File: src/rtl/mem_arbiter.sv
// Two-port (instruction fetch / data) arbiter in front of a single-port RAM.
// Round-robin on contention, fixed-latency reads, one-cycle completion acks.
module mem_arbiter #(
    parameter int RD_LAT = 1
) (
    input  logic        clk,
    input  logic        reset,
    input  logic        if_req_i,
    input  logic [31:0] if_addr_i,
    output logic        if_ack_o,
    output logic [31:0] if_rdata_o,
    input  logic        dm_req_i,
    input  logic        dm_we_i,
    input  logic [31:0] dm_addr_i,
    input  logic [31:0] dm_wdata_i,
    output logic        dm_ack_o,
    output logic [31:0] dm_rdata_o,
    output logic        ram_we_o,
    output logic [31:0] ram_addr_o,
    output logic [31:0] ram_wdata_o,
    input  logic [31:0] ram_rdata_i,
    output logic        busy_o,
    output logic        owner_o
);

    typedef enum logic [1:0] {
        IDLE   = 2'd0,
        ACCESS = 2'd1,
        WAIT   = 2'd2,
        DONE   = 2'd3
    } state_t;

    state_t      state_r;
    state_t      state_next_s;
    logic        grant_s;
    logic        win_dm_s;
    logic        cap_last_s;

    logic        arm_r;
    logic        owner_r;
    logic        we_r;
    logic        ram_we_r;
    logic [31:0] addr_r;
    logic [31:0] wdata_r;
    logic [1:0]  cnt_r;
    logic [31:0] if_rdata_r;
    logic [31:0] dm_rdata_r;
    logic        if_ack_r;
    logic        dm_ack_r;
    logic        busy_r;

    assign cap_last_s = (state_r == WAIT) && (cnt_r == 2'd0);

    // State register.
    always_ff @(posedge clk or negedge reset) begin
        if (!reset) begin
            state_r <= IDLE;
        end else begin
            state_r <= state_next_s;
        end
    end

    // Next-state and grant decision; arm_r keeps the first edge after reset grant-free.
    always_comb begin
        state_next_s = state_r;
        grant_s      = 1'b0;
        win_dm_s     = owner_r;
        case (state_r)
            IDLE: begin
                if (arm_r && (if_req_i || dm_req_i)) begin
                    grant_s      = 1'b1;
                    state_next_s = ACCESS;
                    if (if_req_i && dm_req_i) begin
                        win_dm_s = ~owner_r;
                    end else begin
                        win_dm_s = dm_req_i;
                    end
                end else begin
                    state_next_s = IDLE;
                end
            end
            ACCESS: begin
                if (we_r) begin
                    state_next_s = DONE;
                end else begin
                    state_next_s = WAIT;
                end
            end
            WAIT: begin
                if (cnt_r == 2'd0) begin
                    state_next_s = DONE;
                end else begin
                    state_next_s = WAIT;
                end
            end
            DONE:    state_next_s = IDLE;
            default: state_next_s = IDLE;
        endcase
    end

    // Request latching, wait counter, read capture and registered outputs.
    always_ff @(posedge clk or negedge reset) begin
        if (!reset) begin
            arm_r      <= 1'b0;
            owner_r    <= 1'b1;
            we_r       <= 1'b0;
            ram_we_r   <= 1'b0;
            addr_r     <= 32'h0000_0000;
            wdata_r    <= 32'h0000_0000;
            cnt_r      <= 2'd0;
            if_rdata_r <= 32'h0000_0000;
            dm_rdata_r <= 32'h0000_0000;
            if_ack_r   <= 1'b0;
            dm_ack_r   <= 1'b0;
            busy_r     <= 1'b0;
        end else begin
            arm_r  <= 1'b1;
            busy_r <= (state_next_s != IDLE);
            if (grant_s) begin
                owner_r  <= win_dm_s;
                addr_r   <= win_dm_s ? dm_addr_i : if_addr_i;
                wdata_r  <= win_dm_s ? dm_wdata_i : 32'h0000_0000;
                we_r     <= win_dm_s & dm_we_i;
                ram_we_r <= win_dm_s & dm_we_i;
            end else begin
                ram_we_r <= 1'b0;
            end
            if (state_r == ACCESS) begin
                cnt_r <= 2'(RD_LAT - 1);
            end else if ((state_r == WAIT) && (cnt_r != 2'd0)) begin
                cnt_r <= cnt_r - 2'd1;
            end else begin
                cnt_r <= cnt_r;
            end
            if (cap_last_s) begin
                if (owner_r) begin
                    dm_rdata_r <= ram_rdata_i;
                end else begin
                    if_rdata_r <= ram_rdata_i;
                end
            end
            // DONE always follows a single entry, so acks are exactly one cycle wide.
            if_ack_r <= (state_next_s == DONE) & ~owner_r;
            dm_ack_r <= (state_next_s == DONE) & owner_r;
        end
    end

    assign if_ack_o    = if_ack_r;
    assign dm_ack_o    = dm_ack_r;
    assign if_rdata_o  = if_rdata_r;
    assign dm_rdata_o  = dm_rdata_r;
    assign ram_we_o    = ram_we_r;
    assign ram_addr_o  = addr_r;
    assign ram_wdata_o = wdata_r;
    assign busy_o      = busy_r;
    assign owner_o     = owner_r;

endmodule

File: config.mk
export PLATFORM = sky130hd
export DESIGN_NAME = mem_arbiter
export DESIGN_NICKNAME = d
export VERILOG_FILES = /design/src/rtl/mem_arbiter.sv
export SDC_FILE = /design/constraint.sdc
export NUM_CORES = 1
export LEC_CHECK = 0
export CORE_MARGIN = 4
export CORE_UTILIZATION = 40
export CTS_CLUSTER_DIAMETER = 80
export DETAILED_ROUTE_END_ITERATION = 12
export PLACE_DENSITY = 0.83
export SETUP_SLACK_MARGIN = 0.3
export SLEW_MARGIN = 40
export SYNTH_ARGS = -nofsm -noshare
export SYNTH_HDL_FRONTEND = slang
export SYNTH_SLANG_ARGS = --single-unit
File: constraint.sdc
create_clock -name clk -period 2.05 [get_ports clk]
set_input_delay 0.3075 -clock clk [delete_from_list [all_inputs] [get_ports clk]]
set_output_delay 0.3075 -clock clk [all_outputs]
set_load 0.05 [all_outputs]
* Word level (Yosys, flattened, before mapping)
Index checks and enable logic that the tools add are counted.
** Word-level totals
- Register bits :: 139
- Input port bits :: 133
- Output and inout bits :: 133
- Word-level logic and storage cells :: 48
** Cells by class
- Add/sub/neg operators :: 1
- Eq/ne operators :: 4
- Muxes and demuxes :: 14
- Bitwise gates (word level) :: 4
- Reductions and logical operators :: 12
** Operator list (count)
- 32-bit 2-to-1 mux :: 2
- 1-bit 2-to-1 mux :: 9
- 2-bit one-hot mux with 4 select lines :: 1
- 2-bit equality test, second input constant :: 3
- 2-bit nonzero test :: 3
- 1-bit logical AND :: 4
- 2-bit zero test :: 2
- 2-bit 2-to-1 mux :: 2
- 2-bit AND reduction :: 2
- 1-bit AND :: 3
- 2-bit by 1-bit equality test with 1-bit output, second input constant :: 1
- 2-bit by 1-bit subtractor with 2-bit output, second input constant :: 1
- 1-bit logical OR :: 1
- 1-bit NOT :: 1

* Logic depth before layout (Yosys ltp)
- Depth after elaboration :: 6
- Mapped depth :: 7

* Worst setup path after synthesis
Ideal clock, no wire load.
- Kind :: flip-flop to flip-flop
- Start point :: register owner_r, in the netlist owner_o
- End point :: register wdata_r[0], in the netlist ram_wdata_o[0]
- Data arrival time :: 1538 ps
- Required time :: 1929 ps
- Setup slack :: 391 ps
- Cell stages (with the launch flop) :: 6
- Cell sequence :: dfstp_2 nand2_1 and4_1 buf_2 buf_2 a22o_1
** On the way
- Word-level cells in the longest chain between the ends :: 5
** RTL lines
- start: declaration :: line 40 : logic owner_r;
- start signal: assignment :: line 120 : owner_r <= win_dm_s;
- 1-bit NOT :: line 74 : win_dm_s = ~owner_r;
- 1-bit 2-to-1 mux :: line 73 : if (if_req_i && dm_req_i) begin
- 1-bit 2-to-1 mux :: line 70 : if (arm_r && (if_req_i || dm_req_i)) begin
- 1-bit 2-to-1 mux (*) :: line 68 : case (state_r)
- 32-bit 2-to-1 mux (*) :: line 122 : wdata_r <= win_dm_s ? dm_wdata_i : 32'h0000_0000;
- end signal: assignment :: line 122
- end: declaration :: line 44 : logic [31:0] wdata_r;
Every way passes the cells marked *; elsewhere a longest branch is shown, timed or not.
A chain may end at the register's enable or synchronous reset.

* Worst setup path after layout
- Start point :: register if_rdata_r[19], in the netlist if_rdata_o[19]
- End point :: output port if_rdata_o[19]
** RTL lines
- start: declaration :: line 46 : logic [31:0] if_rdata_r;
- start signal: assignment :: line 139 : if_rdata_r <= ram_rdata_i;
- end: declaration :: line 11 : output logic [31:0] if_rdata_o,
No word-level cell between the ends.

==> impl_results.md <==
* Unrepaired setup endpoints after global routing: false
* Synth Register Bits at 139
* Slowest cell on crit path: dlygate4sd2_1
* Port Buffers at 265
* DRC violations left at 0
* CP top delay family: buffers and inverters
* Via count at 4156
* R2R Setup Slk at 0.44 ns
* Final WL at 15200 um
* Simple-gate share of the synthesized area at 5.17%
* Final setup vio count at 0
* Area share of fa/ha/maj cells after synthesis at 1.16%
* Pin count of the biggest net entering global routing at 55
* Starting Density at 40.8%
* Length of the first detailed-routing pass in iterations at 4
* Final-stage net count at 769
* Crit path largest cell delay at 0.55 ns
* Latest clock arrival within the worst-skew pair at 0.41 ns
* Rows at 42
* Clk pin slew, worst setup/hold paths at 0.06 ns
* RR Endpoint: ram_addr_o[9]$_DFFE_PN0P_
* Syn_area_per_cell at 15.1 um2
* Hold Vio Cnt, Final at 0
* Cells after Synth at 357
* Layout cells sized above 1 at 21.9%
* FF-to-FF Start: state_r[0]$_DFF_PN0_
* Post-detailed-route wirelength per cell at 18.6 um
* Maximum vdd drop at 1.02 mV
* Antenna violations before repair at 0
* Post-synthesis mux area share at 13.3%
* Synth Area in Compound Gates at 13.0%
* Synthesis warning total at 0
* Count of non-filler cells in the finished layout at 819
* Area Growth Syn to Fin at 62.7%
* Final Power at 17.5 mW
* Clock sink count at 139
* GRT Total Usage at 19.6%
* Cell taking the most area after synthesis: dfrtp_1
* HP Class: primary input to async pin
* Power density over the cells at 1990 mW/mm2
* Crit path required time at 1.74 ns
* DRT antenna net count at 0
* Count of cell types in the netlist at 31
* TritonCTS buffer count at 17
* Core ar. at 0.0132 mm2
* Commonest non-fill, non-tap cell in the layout: dfrtp_1
* Main combinational cell family by area after synthesis: multiplexers
* Worst slew pin tran at 0.554 ns
* LEAKAGE at 3.99 nW
* First-pass GRT wire length at 24100 um
* Fin crit share at 79.7%
* Die span in y at 124 um
* Sequential element share of the synthesized area at 64.4%
* Drt via density at 5.07
* Slew headroom at 63.2%
* Synth top area cells: dfrtp_1 (64%), mux2_2 (13%), o221a_2 (6.3%)
* Status: finished, final reports clean
* Die footprint at 0.0154 mm2
* DP Wirelength at 11400 um
* Die Width at 124 um
* Mapped Area at 0.00540 mm2
* R2R depth at 5
* Ports at 266
* Critical Path Stages at 1
* Critical path buffers and inverters at 1
* Final core occ at 66.3%
* Setup TNS at 0 ns
* GRT overflow at 0
* Top-area cell type share of the netlist area at 63.9%
* Max-Cap Viols at 0
* H-tree depth at 4
* Crit. End Element: output pin
* Starting DRC count in detailed routing at 194
* CTS max path bufs at 2
* Worst-path maximum fanout at 2
* Most frequent cells in the layout: dfrtp_1 (138), dlygate4sd2_1 (132), clkdlybuf4s50_1 (131), mux2_2 (64)
* CP arrival at 1.33 ns
* Vias in the first global route at 4590
* Final Max Tran Viols at 0
* Mapped Nets at 495
* Worst Setup Start Kind: register
* Root Driver: clkbuf_16
* Crit Path Class: register to output pin
* Post-Synth XOR/XNOR Area at 0.162%
* DP Cell Count at 786
* Fill cells at 1009
* CTS tree: done
* Final Critical Period at 1.63 ns
* # diodes at 0
* Crit path cell chain: dlygate4sd2_1
* GP Congestion at 0.769
* Worst Skew at 0.00840 ns
* FMAX at 612 MHz
-- metal layers --
metal	wire, um	global-route usage, %
met5	0	0
met4	465	7.80
met2	7750	33.8
met3	1080	6.62
met1	5930	22.3
-- sequential cells by signal, indices dropped and copies added (netlist names), 2 cells and up --
register	flops
cnt_r	2
ram_addr_o	32
state_r	2
if_rdata_o	32
dm_rdata_o	32
ram_wdata_o	32
-- through the flow --
stage                     area, um2  setup WS (ns)  hold WS, ns
final                          8790          0.416        0.409
after global routing           8790          0.338        0.454
after CTS                      8780          0.353        0.412
after detailed placement       8320          0.211        0.278
after global placement         8320          0.316        0.270
after floorplan                5400          0.391       0.0119
-- cells by family (layout without fill, tap and decap cells) --
kind of cell,Yosys count,after routing
buffers and inverters,29,315
XOR/XNOR,1,1
AO/OA/AOI/OAI,72,72
AND/OR/NAND/NOR,46,46
flip-flops,139,139
multiplexers,64,64
adder cells (fa/ha/maj),5,5
other,1,1
-- final cells by class --
type | instances | area, um2 | share of cell area [%]
Tap cell | 176 | 220 | 2.51
Inverter | 6 | 22.5 | 0.256
Multi-Input combinational cell | 189 | 1790 | 20.4
Sequential cell | 139 | 3480 | 39.6
Timing Repair Buffer | 278 | 2660 | 30.3
Clock buffer | 21 | 470 | 5.35
Clock inverter | 10 | 141 | 1.61
-- synthesized netlist by cell type --
cell type  instances
buf_4              4
a31oi_1            1
nand2_1            2
dfstp_2            1
nor2b_1            1
mux2_2            64
ha_1               5
o2111ai_1          1
conb_1             1
nand3_1            1
nand3b_1           1
o22a_1             1
and2_1             1
and3_1             1
a22o_1            33
dfrtp_1          138
nand4_1            1
inv_1              6
o221a_1            2
o211ai_1           1
a22oi_1            1
clkbuf_1           4
and4_1             1
a211oi_1           1
buf_2             15
o221a_2           30
nand2b_1          33
a41oi_1            1
nor3b_1            1
nor2_1             3
xnor2_1            1
-- report_power, final --
| group | total [mW] | switching [mW] | internal (mW) |
|---|---|---|---|
| sequential | 4.78 | 0.681 | 4.10 |
| combinational | 9.56 | 6.44 | 3.12 |
| clock | 3.12 | 1.12 | 2.01 |
| total | 17.5 | 8.23 | 9.22 |
-- worst max-delay path by stage --
stage | from | endpoint | slack (ns)
floorplan | owner_o$_DFFE_PN1P_ | ram_wdata_o[0]$_DFFE_PN0P_ | 0.39
global placement | dm_req_i | ram_addr_o[30]$_DFFE_PN0P_ | 0.32
detailed placement | dm_req_i | ram_addr_o[19]$_DFFE_PN0P_ | 0.21
CTS | state_r[0]$_DFF_PN0_ | if_rdata_o[6]$_DFFE_PN0P_ | 0.35
global route | state_r[0]$_DFF_PN0_ | ram_addr_o[9]$_DFFE_PN0P_ | 0.34
finish | if_rdata_o[19]$_DFFE_PN0P_ | if_rdata_o[19] | 0.42
-- repair_timing --
item,CTS,global route
hold buffers,1,0
setup endpoints to repair,132,4
hold endpoints to repair,46,0
setup buffers,0,1
resized for setup,132,0
pin swaps,0,1
Note: power is estimated with default switching activity, not from simulation.
